### src/rtl/de3_pkg.sv
// Shared types and constants for the DE3 serial character receiver.
// The PARITY state exists only when DE3_RX_PARITY_EN is defined.
package de3_pkg;

  localparam int CHAR_W    = 7;
  localparam int DATA_BITS = 8;

  typedef enum logic [2:0] {
    ST_IDLE   = 3'd0,
    ST_START  = 3'd1,
    ST_DATA   = 3'd2,
`ifdef DE3_RX_PARITY_EN
    ST_PARITY = 3'd3,
`endif
    ST_STOP   = 3'd4
  } rx_state_t;

endpackage

### src/rtl/de3_bit_timer.sv
// Bit-period counter: pulses tick once per full bit (or half bit when half=1).
// restart holds the count at zero so the next period starts cleanly.
module de3_bit_timer #(
  parameter int CLKS_PER_BIT = 16
) (
  input  logic clk,
  input  logic reset,
  input  logic restart,
  input  logic half,
  output logic tick
);

  localparam int            CW       = $clog2(CLKS_PER_BIT);
  localparam logic [CW-1:0] LIM_FULL = CW'(CLKS_PER_BIT - 1);
  localparam logic [CW-1:0] LIM_HALF = CW'(CLKS_PER_BIT / 2 - 1);

  logic [CW-1:0] r_cnt;
  logic [CW-1:0] w_limit;

  assign w_limit = half ? LIM_HALF : LIM_FULL;
  assign tick    = ~restart & (r_cnt == w_limit);

  // The count wraps to zero on expiry, so consecutive periods chain with no gap.
  always_ff @(posedge clk) begin
    if (reset || restart) begin
      r_cnt <= '0;
    end else if (tick) begin
      r_cnt <= '0;
    end else begin
      r_cnt <= r_cnt + 1'b1;
    end
  end

endmodule

### src/rtl/de3_char_rx.sv
// DE3 serial character receiver: 8N1 UART line in, 7-bit char + valid strobe out.
// Define DE3_RX_PARITY_EN for 8E1 framing with even-parity checking.
module de3_char_rx
  import de3_pkg::*;
#(
  parameter int CLK_FREQ = 50000000,
  parameter int BAUD     = 115200
) (
  input  logic              clk,
  input  logic              reset,
  input  logic              rx,
  output logic [CHAR_W-1:0] char,
  output logic              char_valid,
  output logic              frame_err,
  output logic              busy,
  output logic [2:0]        dbg_state
);

  localparam int CLKS_PER_BIT = CLK_FREQ / BAUD;
  localparam int IDX_W        = $clog2(DATA_BITS);
  localparam logic [IDX_W-1:0] LAST_IDX = IDX_W'(DATA_BITS - 1);

  generate
    if (CLKS_PER_BIT < 4) begin : g_bad_cfg
      $error("de3_char_rx: CLK_FREQ/BAUD must be at least 4");
    end
  endgenerate

  logic                 r_rx_m;
  logic                 r_rx_s;
  logic                 r_rx_d;
  logic                 w_fall;
  logic                 w_tick;
  rx_state_t            r_state;
  logic [IDX_W-1:0]     r_bit_idx;
  logic [DATA_BITS-1:0] r_shreg;
  logic                 r_par_bad;
  logic [CHAR_W-1:0]    r_char;
  logic                 r_char_valid;
  logic                 r_frame_err;

  // Synchroniser plus one extra stage for edge detection; all idle-high.
  always_ff @(posedge clk) begin
    if (reset) begin
      r_rx_m <= 1'b1;
      r_rx_s <= 1'b1;
      r_rx_d <= 1'b1;
    end else begin
      r_rx_m <= rx;
      r_rx_s <= r_rx_m;
      r_rx_d <= r_rx_s;
    end
  end

  assign w_fall = r_rx_d & ~r_rx_s;

  de3_bit_timer #(
    .CLKS_PER_BIT (CLKS_PER_BIT)
  ) u_timer (
    .clk     (clk),
    .reset   (reset),
    .restart (r_state == ST_IDLE),
    .half    (r_state == ST_START),
    .tick    (w_tick)
  );

  always_ff @(posedge clk) begin
    if (reset) begin
      r_state      <= ST_IDLE;
      r_bit_idx    <= '0;
      r_shreg      <= '0;
      r_par_bad    <= 1'b0;
      r_char       <= '0;
      r_char_valid <= 1'b0;
      r_frame_err  <= 1'b0;
    end else begin
      r_char_valid <= 1'b0;
      r_frame_err  <= 1'b0;
      case (r_state)
        ST_IDLE: begin
          if (w_fall) begin
            r_state <= ST_START;
          end
        end
        ST_START: begin
          if (w_tick) begin
            // A line that is high again at mid start bit was only a glitch.
            if (r_rx_s) begin
              r_state <= ST_IDLE;
            end else begin
              r_bit_idx <= '0;
              r_par_bad <= 1'b0;
              r_state   <= ST_DATA;
            end
          end
        end
        ST_DATA: begin
          if (w_tick) begin
            r_shreg <= {r_rx_s, r_shreg[DATA_BITS-1:1]};
            if (r_bit_idx == LAST_IDX) begin
`ifdef DE3_RX_PARITY_EN
              r_state <= ST_PARITY;
`else
              r_state <= ST_STOP;
`endif
            end else begin
              r_bit_idx <= r_bit_idx + 1'b1;
            end
          end
        end
`ifdef DE3_RX_PARITY_EN
        ST_PARITY: begin
          if (w_tick) begin
            r_par_bad <= r_rx_s ^ (^r_shreg);
            r_state   <= ST_STOP;
          end
        end
`endif
        ST_STOP: begin
          if (w_tick) begin
            if (r_rx_s && !r_par_bad) begin
              r_char       <= r_shreg[CHAR_W-1:0];
              r_char_valid <= 1'b1;
            end else begin
              r_frame_err  <= 1'b1;
            end
            r_state <= ST_IDLE;
          end
        end
        default: begin
          r_state <= ST_IDLE;
        end
      endcase
    end
  end

  assign char       = r_char;
  assign char_valid = r_char_valid;
  assign frame_err  = r_frame_err;
  assign busy       = (r_state != ST_IDLE);
  assign dbg_state  = r_state;

endmodule

### config.mk
export PLATFORM = sky130hd
export DESIGN_NAME = de3_char_rx
export DESIGN_NICKNAME = d
export VERILOG_FILES = /design/src/rtl/de3_pkg.sv /design/src/rtl/de3_bit_timer.sv /design/src/rtl/de3_char_rx.sv
export SDC_FILE = /design/constraint.sdc
export NUM_CORES = 1
export LEC_CHECK = 0
export ABC_AREA = 1
export CORE_AREA = 2 2 68 70
export CTS_CLUSTER_SIZE = 25
export DETAILED_ROUTE_END_ITERATION = 10
export DIE_AREA = 0 0 70 72
export PLACE_DENSITY_LB_ADDON = 0.25
export SLEW_MARGIN = 40
export SYNTH_ARGS = -nofsm -noshare
export SYNTH_HDL_FRONTEND = slang
export SYNTH_SLANG_ARGS = --single-unit
### constraint.sdc
create_clock -name clk -period 2.15 [get_ports clk]
set_clock_uncertainty 0.2 [all_clocks]
set_input_delay 0.43 -clock clk [delete_from_list [all_inputs] [get_ports clk]]
set_output_delay 0.43 -clock clk [all_outputs]
set_load 0.05 [all_outputs]
After elaboration in Yosys (flattened, before gate mapping) --
Index checks and enable logic that the tools add are counted.
Cells by class: add/subtract/negate cells 2, eq/ne operators 12, muxes and demuxes 15, bitwise gates (word level) 6, reductions and logical operators 10
Operator list (number):
- two-way mux 3 bit | 9
- case mux 3 bit (4 select lines) | 1
- inequality test 2 bit (second input constant) | 5
- AND reduction 5 bit | 2
- adder 9 x 1 -> 9 bit (second input constant) | 1
- == test 9 bit | 1
- two-way mux 9 bit | 1
- == test 3 bit (second input constant) | 2
- case mux 3 bit (2 select lines) | 1
- inequality test 2 x 1 -> 1 bit (second input constant) | 2
- NOT 1 bit | 4
- adder 3 x 1 -> 3 bit (second input constant) | 1
- == test 3 x 1 -> 1 bit (second input constant) | 1
- == test 3 x 2 -> 1 bit (second input constant) | 1
- zero test 3 bit | 1
- AND reduction 3 bit | 1
- nonzero test 3 bit | 1
- OR reduction 3 bit | 1
- bitwise AND 1 bit | 2
- two-way mux 1 bit | 2
- two-way mux 2 bit | 1
- AND reduction 2 bit | 1
- nonzero test 2 bit | 1
- OR reduction 2 bit | 1
- logical OR 1 bit | 1
Storage, ports and cells: bits in registers 35, bits of input ports 3, output and inout bits 13, logic and storage cells 55

Logic depth before layout (Yosys ltp) --
Gate-level depths: netlist of the first run.
depth after elaboration 6, gate-level depth with buffers 11, mapped depth without buffers 11

By module --
From an unflattened synthesis of the first run, not the netlist that was laid out.
Unflattened totals: cells, all modules 202, area, all modules 1537.7 sq um
Modules (own cells, without submodules):
- de3_char_rx | times used 1, cells an instance 138, area each 1074.8 sq um, seq. area each 520.5 sq um
- de3_bit_timer | times used 1, cells an instance 64, area each 462.9 sq um, seq. area each 180.2 sq um

Least setup slack after synthesis of the first run --
Ideal clock, no wire load.
path type register -> register, start reg r_state[0] (netlist: dbg_state[0]), end reg u_timer.r_cnt[4], setup time 0.074 ns, arrival 1.750 ns, data required time 1.876 ns, path slack 0.126 ns, cell stages (with the launch flop) 6, path buffers 1, clock period less this slack 2.024 ns, path through dfxtp_1 buf_2 nor3_2 inv_1 nand3_2 nor3b_2
Between the ends: word-level cells in the longest chain between the ends 5, elaborated cells between the ends (all ways) 8, classes of those cells 2 x eq/ne; 1 x mux; 2 x bitwise; 3 x reduce/logical
Ends and longest elaborated chain:
- start, declared | RTL line de3_char_rx.sv:34 | rx_state_t r_state;
- start signal, assigned | RTL line de3_char_rx.sv:69 | r_state <= ST_IDLE;
- start signal, assigned | RTL line de3_char_rx.sv:82 | r_state <= ST_START;
- start signal, assigned | RTL line de3_char_rx.sv:89 | r_state <= ST_IDLE;
- == test 3 x 1 -> 1 bit | RTL line de3_char_rx.sv:63 | .half (r_state == ST_START),
- two-way mux 9 bit | RTL line de3_bit_timer.sv:20 | assign w_limit = half ? LIM_HALF : LIM_FULL;
- == test 9 bit | RTL line de3_bit_timer.sv:21 | assign tick = ~restart & (r_cnt == w_limit);
- bitwise AND 1 bit | RTL line de3_bit_timer.sv:21
- OR reduction 2 bit (no source line) *
- end signal, assigned | RTL line de3_bit_timer.sv:30 | r_cnt <= r_cnt + 1'b1;
- end, declared | RTL line de3_bit_timer.sv:17 | logic [CW-1:0] r_cnt;
Mark *: on every way between the ends. The rest lies on a longest branch, timed or not. A chain may end at the register's enable or synchronous reset.

Worst setup path after layout of the first run --
start reg r_char[6] (netlist: char[6]), end out char[6]
RTL lines:
- start, declared | RTL line de3_char_rx.sv:38 | logic [CHAR_W-1:0] r_char;
- start signal, assigned | RTL line de3_char_rx.sv:122 | r_char <= r_shreg[CHAR_W-1:0];
- end, declared | RTL line de3_char_rx.sv:12 | output logic [CHAR_W-1:0] char,
No word-level cell between the ends.

==> key figures, run 1 <==
Run status
  – Status: complete, no violations

Worst setup path
  – CP max-delay cell: clkdlybuf4s50_1
  – CP bufs+invs: 1
  – Top Family by Delay on Critical Path: buffers and inverters
  – Worst-path fanout max: 2
  – Max stage delay on crit path: 0.80 ns
  – WP data arrival: 1.43 ns
  – Cell chain of the critical path: clkdlybuf4s50_1
  – Startpoint types: register
  – Req. time, crit path: 1.52 ns
  – CP endpoint kind: output pin
  – Critical path class: reg -> out

STA
  – Measured slew at the worst slew-check pin: 0.498 ns
  – Fin. max-slew vios: 0
  – Final hold viol count: 0
  – Minimum clock period: 2.06 ns
  – Final setup viols: 0
  – Hold_ws: 0.212 ns
  – Highest Clock Rate: 486 MHz
  – TNS Setup: 0 ns
  – Unrepaired setup endpoints after global routing: no
  – Final Cycle Share: 95.8%
  – Max_slew headroom: 66.7%

Final layout
  – Commonest non-fill, non-tap cell in the layout: nor2_1
  – Ratio of cells with drive above 1 in the final layout: 14.5%
  – Fillers: 436
  – Layout area overhead: 17.9%
  – Final nets: 247
  – Antenna fix cells: 0
  – Most frequent cells in the layout: nor2_1, nand2_1, dfxtp_1

Pwr
  – Combinational share of power: 27.5%
  – P_sw: 0.000611 W
  – Part of the power in registers: 43.6%
  – VDD IR-drop max: 0.355 mV
  – Internal power: 0.00104 W
  – Clock power frac: 28.9%
  – Switching Fraction: 37.1%
  – Cell Pwr Density: 827 nW/µm²
  – Static Leak: 0.848 nW

Synthesis
  – Register bit count reported by yosys: 35
  – Number of synthesized flops with an enable pin: 0
  – Cells after Synth: 220
  – Asr flop ratio synth: 0%
  – Synth Net Count: 226
  – Seq/Total Area, Yosys: 41.5%
  – YS warnings: 0
  – Synth Flop Type: dfxtp_1
  – Syn Area/Cell: 7.68 µm²
  – Synthesized area: 1690 µm²
  – Netlist cell types: 29

Clock tree
  – Clock-pin slew on the worst setup and hold paths: 0.07 ns
  – H-tree depth: 2
  – Total clock buffers created by CTS: 5
  – TritonCTS clock tree: built
  – Clk root buf: clkbuf_8
  – Max Root-Sink Buffers: 2
  – Clock sink count: 35
  – Setup Fix Bufs, Post-CTS: 0
  – Hold-fix buffers, CTS: 0
  – Worst-Skew Late Latency: 0.29 ns

Floorplanning
  – Initial Util: 39.6%
  – FP Rows: 24
  – Die area: 5040 µm²
  – Core Box Area: 4260 µm²
  – Die Y-Extent: 72 µm
  – Die Wd: 70 µm
  – # IOs: 16

Global routing
  – Grt ovf: 0
  – Vias in the first global route: 1199
  – Global-route wire length before repair: 5.69 mm
  – GR peak layer: met1
  – M3 GR Usage: 4.72%
  – Largest net degree at the start of global routing: 16
  – Aggregate global-route resource usage: 14.3%
  – Initial antenna violation count: 0
  – Met1 Use GR: 20.0%
  – Global routing usage on met2: 19.6%

Route
  – Vias per inst: 4.83
  – Post-DR wirelength/cell: 11.4 µm
  – Routed vias: 1419
  – Drt drc: 0
  – Final wirelength: 3.34 mm
  – ANT nets after route: 0
  – Initial DRC count: 130
  – Pre-antenna DRT Iters: 4

Job
  – Max-cap violation count: 0

Placement
  – Post-DP HPWL: 2.37 mm
  – Port bufs: 15
  – GP Congestion: 0.872

Hold path
  – HP Class: reg -> reg
## layer usage
metal	part of all wire (%)	wire length [µm]	up-vias
met3	4.8	160	7
met4	1.7	57	0
met2	40	1350	30
li1	-	-	751
met1	53	1780	631
met5	0	0	-
## path summary, 6_finish.rpt
path	slack (ns)	endpoint	cells past startpoint	from
min reg2reg	0.21	r_rx_s	1	r_rx_m
max	0.09	char[6]	1	char[6]
max reg2reg	0.31	char[2]	9	u_timer.r_cnt[0]
min	0.21	r_rx_s	1	r_rx_m
## metrics by stage
stage	total power (W)	worst slack, ns	utilization [%]	std cells	area (µm²)
3_3_place_gp	0.00117	0.350	44.6	286	1900
4_1_cts	0.00165	0.0220	46.6	294	1990
5_1_grt	0.00175	0.0280	46.7	294	1990
3_5_place_dp	0.00117	0.344	44.6	286	1900
2_1_floorplan	0.00107	0.126	-	220	1690
6_report	0.00165	0.0905	46.7	294	1990
## power by group through the flow
stage / clock (W) / combinational [W] / sequential (W)
2_1_floorplan: 0 / 0.000322 / 0.000748
3_3_place_gp: 0 / 0.000446 / 0.000726
3_5_place_dp: 0 / 0.000440 / 0.000728
4_1_cts: 0.000488 / 0.000445 / 0.000712
5_1_grt: 0.000520 / 0.000504 / 0.000722
6_report: 0.000476 / 0.000453 / 0.000718
## cells in the mapped netlist (3+ instances only)
cell type,instances,area share (%)
ha_1,3,2.2
nand2_4,5,3.3
dfxtp_1,35,41
inv_1,17,3.8
xor2_1,4,2.1
a21oi_1,9,2.7
nand3b_1,7,3.1
nor2_1,45,10
nand2_2,3,1.1
nor2_4,4,2.7
clkbuf_1,3,0.67
nand2_1,39,8.7
nand4_1,4,1.5
nor3_1,3,0.89
nand3_1,16,4.7
o21ai_1,8,2.4
## cell families after synthesis
kind of cell / after synthesis / synth area share (%)
buf+inv: 23 / 5.33
xor+xnor: 5 / 2.59
simple gates: 136 / 42.9
fa+ha+maj: 3 / 2.22
flops: 35 / 41.5
compound gates: 18 / 5.48
## what timing repair did
item                       4_1_cts  5_1_grt
resized for setup                0        1
hold endpoints to repair         0        0
setup endpoints to repair        0        1
## flip-flops by register name, summed over array words and instances (netlist names)
register       count
r_rx_s             1
dbg_state          3
r_bit_idx          3
r_shreg            8
char_valid         1
r_rx_d             1
frame_err          1
char               7
r_rx_m             1
u_timer.r_cnt      9
## cell type report
class	count	area, µm²	share of cell area (%)
multi-input cells	162	905	45.4
flip-flops and latches	35	701	35.2
repair buffers	18	163	8.17
inverters	19	73.8	3.71
clock buffers	6	72.6	3.64
well taps	52	65.1	3.27
clock inverters	2	12.5	0.628
Power figures use the tool's default switching activity.
==> run 2: changes to the inputs <==
--- a/config.mk
+++ b/config.mk
@@ -11,7 +11,6 @@
 export DETAILED_ROUTE_END_ITERATION = 10
 export DIE_AREA = 0 0 70 72
 export PLACE_DENSITY_LB_ADDON = 0.25
-export SLEW_MARGIN = 40
 export SYNTH_ARGS = -nofsm -noshare
 export SYNTH_HDL_FRONTEND = slang
 export SYNTH_SLANG_ARGS = --single-unit
==> results of run 2 <==
Same layout as run 1: the final DEF is identical, and so are final timing and power.
==> run 3: changes to the inputs <==
--- a/config.mk
+++ b/config.mk
@@ -6,10 +6,12 @@
 export NUM_CORES = 1
 export LEC_CHECK = 0
 export ABC_AREA = 1
-export CORE_AREA = 2 2 68 70
+export CELL_PAD_IN_SITES_DETAIL_PLACEMENT = 1
+export CELL_PAD_IN_SITES_GLOBAL_PLACEMENT = 2
+export CORE_AREA = 2 2 75 77
 export CTS_CLUSTER_SIZE = 25
 export DETAILED_ROUTE_END_ITERATION = 10
-export DIE_AREA = 0 0 70 72
+export DIE_AREA = 0 0 77 79
 export PLACE_DENSITY_LB_ADDON = 0.25
 export SYNTH_ARGS = -nofsm -noshare
 export SYNTH_HDL_FRONTEND = slang
==> run 3 against run 2 <==
Effect of this change:
- critical path depth did not move
- maximum frequency fell by 0.68%
- clock power rose by 25%
- utilization fell by 8.2 points
- largest cell class unchanged
- flip-flop and latch count did not move
- hold slack improved by 0.0049 ns
- clock-buffer cell count fell by 1
==> key figures, run 3 (synthesis gave the netlist of run 1 again) <==
Clock tree
  – TritonCTS clock tree: built
  – Worst-Skew Late Latency: 0.29 ns
  – Clock-pin slew on the worst setup and hold paths: 0.08 ns
  – Total clock buffers created by CTS: 5
  – Max Root-Sink Buffers: 2
  – H-tree depth: 2
  – Clk root buf: clkbuf_8
  – Hold-fix buffers, CTS: 0
  – Clock sink count: 35

STA
  – Final Cycle Share: 96.4%
  – Highest Clock Rate: 482 MHz
  – Minimum clock period: 2.07 ns
  – Final hold viol count: 0
  – TNS Setup: 0 ns
  – Final setup viols: 0
  – Max_slew headroom: 65.5%
  – Unrepaired setup endpoints after global routing: no
  – Hold_ws: 0.217 ns
  – Fin. max-slew vios: 0
  – Measured slew at the worst slew-check pin: 0.516 ns

Final layout
  – Final nets: 247
  – Layout area overhead: 21.8%
  – Ratio of cells with drive above 1 in the final layout: 14.9%
  – Fillers: 699
  – Antenna fix cells: 0
  – Most frequent cells in the layout: nor2_1, nand2_1, dfxtp_1
  – Commonest non-fill, non-tap cell in the layout: nor2_1
  – Fin area: 2060 µm²
  – Max reg flops: 9
  – Top reg by flops: u_timer.r_cnt

Placement
  – Area of placed instances: 1940 µm²
  – Post-DP HPWL: 2.99 mm
  – GP Congestion: 0.744
  – Port bufs: 15

Worst setup path
  – CP max-delay cell: clkdlybuf4s50_1
  – CP endpoint kind: output pin
  – Max stage delay on crit path: 0.81 ns
  – CP bufs+invs: 1
  – Top Family by Delay on Critical Path: buffers and inverters
  – Worst-path fanout max: 2
  – WP data arrival: 1.44 ns
  – Cell chain of the critical path: clkdlybuf4s50_1
  – Startpoint types: register
  – Req. time, crit path: 1.52 ns
  – Critical path class: reg -> out

Global routing
  – Vias in the first global route: 1408
  – Grt ovf: 0
  – Largest net degree at the start of global routing: 18
  – Initial antenna violation count: 0
  – Aggregate global-route resource usage: 14.3%
  – Global-route wire length before repair: 6.91 mm

Job
  – Max-cap violation count: 0

Hold path
  – HP Class: reg -> reg

Route
  – Drt drc: 0
  – Post-DR wirelength/cell: 12.6 µm
  – Routed met2 length: 1.78 mm
  – Routed vias: 1428
  – Final wirelength: 3.96 mm
  – Metal-1 WL: 2.02 mm
  – Met3 wire len: 101 µm
  – Uppermost layer routed: met4
  – Pre-antenna DRT Iters: 4
  – Vias per inst: 4.55
  – Initial DRC count: 34
  – ANT nets after route: 0

Floorplanning
  – # IOs: 16
  – Die Y-Extent: 79 µm
  – Core Box Area: 5340 µm²
  – FP Rows: 27
  – Initial Util: 31.6%
  – Die area: 6080 µm²
  – Die Wd: 77 µm

Pwr
  – Cell Pwr Density: 874 nW/µm²
  – VDD IR-drop max: 0.544 mV
  – Static Leak: 0.868 nW

Run status
  – Status: complete, no violations
## run 3: cell count changes in the layout (fill, tap and decap cells not counted)
cell        before  now
clkinv_4         0    1
clkinvlp_4       1    0
buf_12           0    1
bufinv_16        0    1
buf_4            7    6
clkbuf_1         1    0
## run 3: timing repair
action	CTS	global route
gates resized for setup	0	1
setup endpoints to repair	0	1
setup buffers	0	0
## run 3: power breakdown
part,leakage (nW),internal (W),switching (W)
Sequential,0.283,0.000669,0.0000422
Clock,0.0581,0.000345,0.000250
Combinational,0.527,0.000162,0.000328
## run 3: per-stage QoR
stage | worst slack [ns] | instances | total power, W | utilization [%]
after floorplan | 0.126 | 220 | 0.00107 | -
after global placement | 0.215 | 306 | 0.00122 | 36.3
after detailed placement | 0.236 | 306 | 0.00121 | 36.3
after CTS | 0.0505 | 314 | 0.00183 | 38.4
after global routing | 0.00314 | 314 | 0.00191 | 38.5
final | 0.0764 | 314 | 0.00180 | 38.5
## run 3: path summary, 6_finish.rpt
kind | startpoint | end | slack (ns) | cells past startpoint
min reg2reg | r_rx_m | r_rx_s | 0.22 | 1
max | char[3] | char[3] | 0.08 | 1
max reg2reg | u_timer.r_cnt[0] | u_timer.r_cnt[8] | 0.21 | 7
min | r_rx_m | r_rx_s | 0.22 | 1
## run 3: cell type report
type                       count  area, µm²  area share, %
sequential                    35        701           34.1
clock inverter                 3       43.8           2.13
tap                           72       90.1           4.38
multi-input combinational    162        905           44.0
timing repair buffer          18        175           8.52
inverter                      19       73.8           3.59
clock buffer                   5       68.8           3.35
## run 3: layer usage
| metal | GRT usage [%] | up-vias |
|---|---|---|
| met5 | 0 | - |
| met4 | 4.82 | 0 |
| met3 | 3.41 | 6 |
| met2 | 22.7 | 17 |
| met1 | 19.2 | 660 |
| li1 | - | 745 |
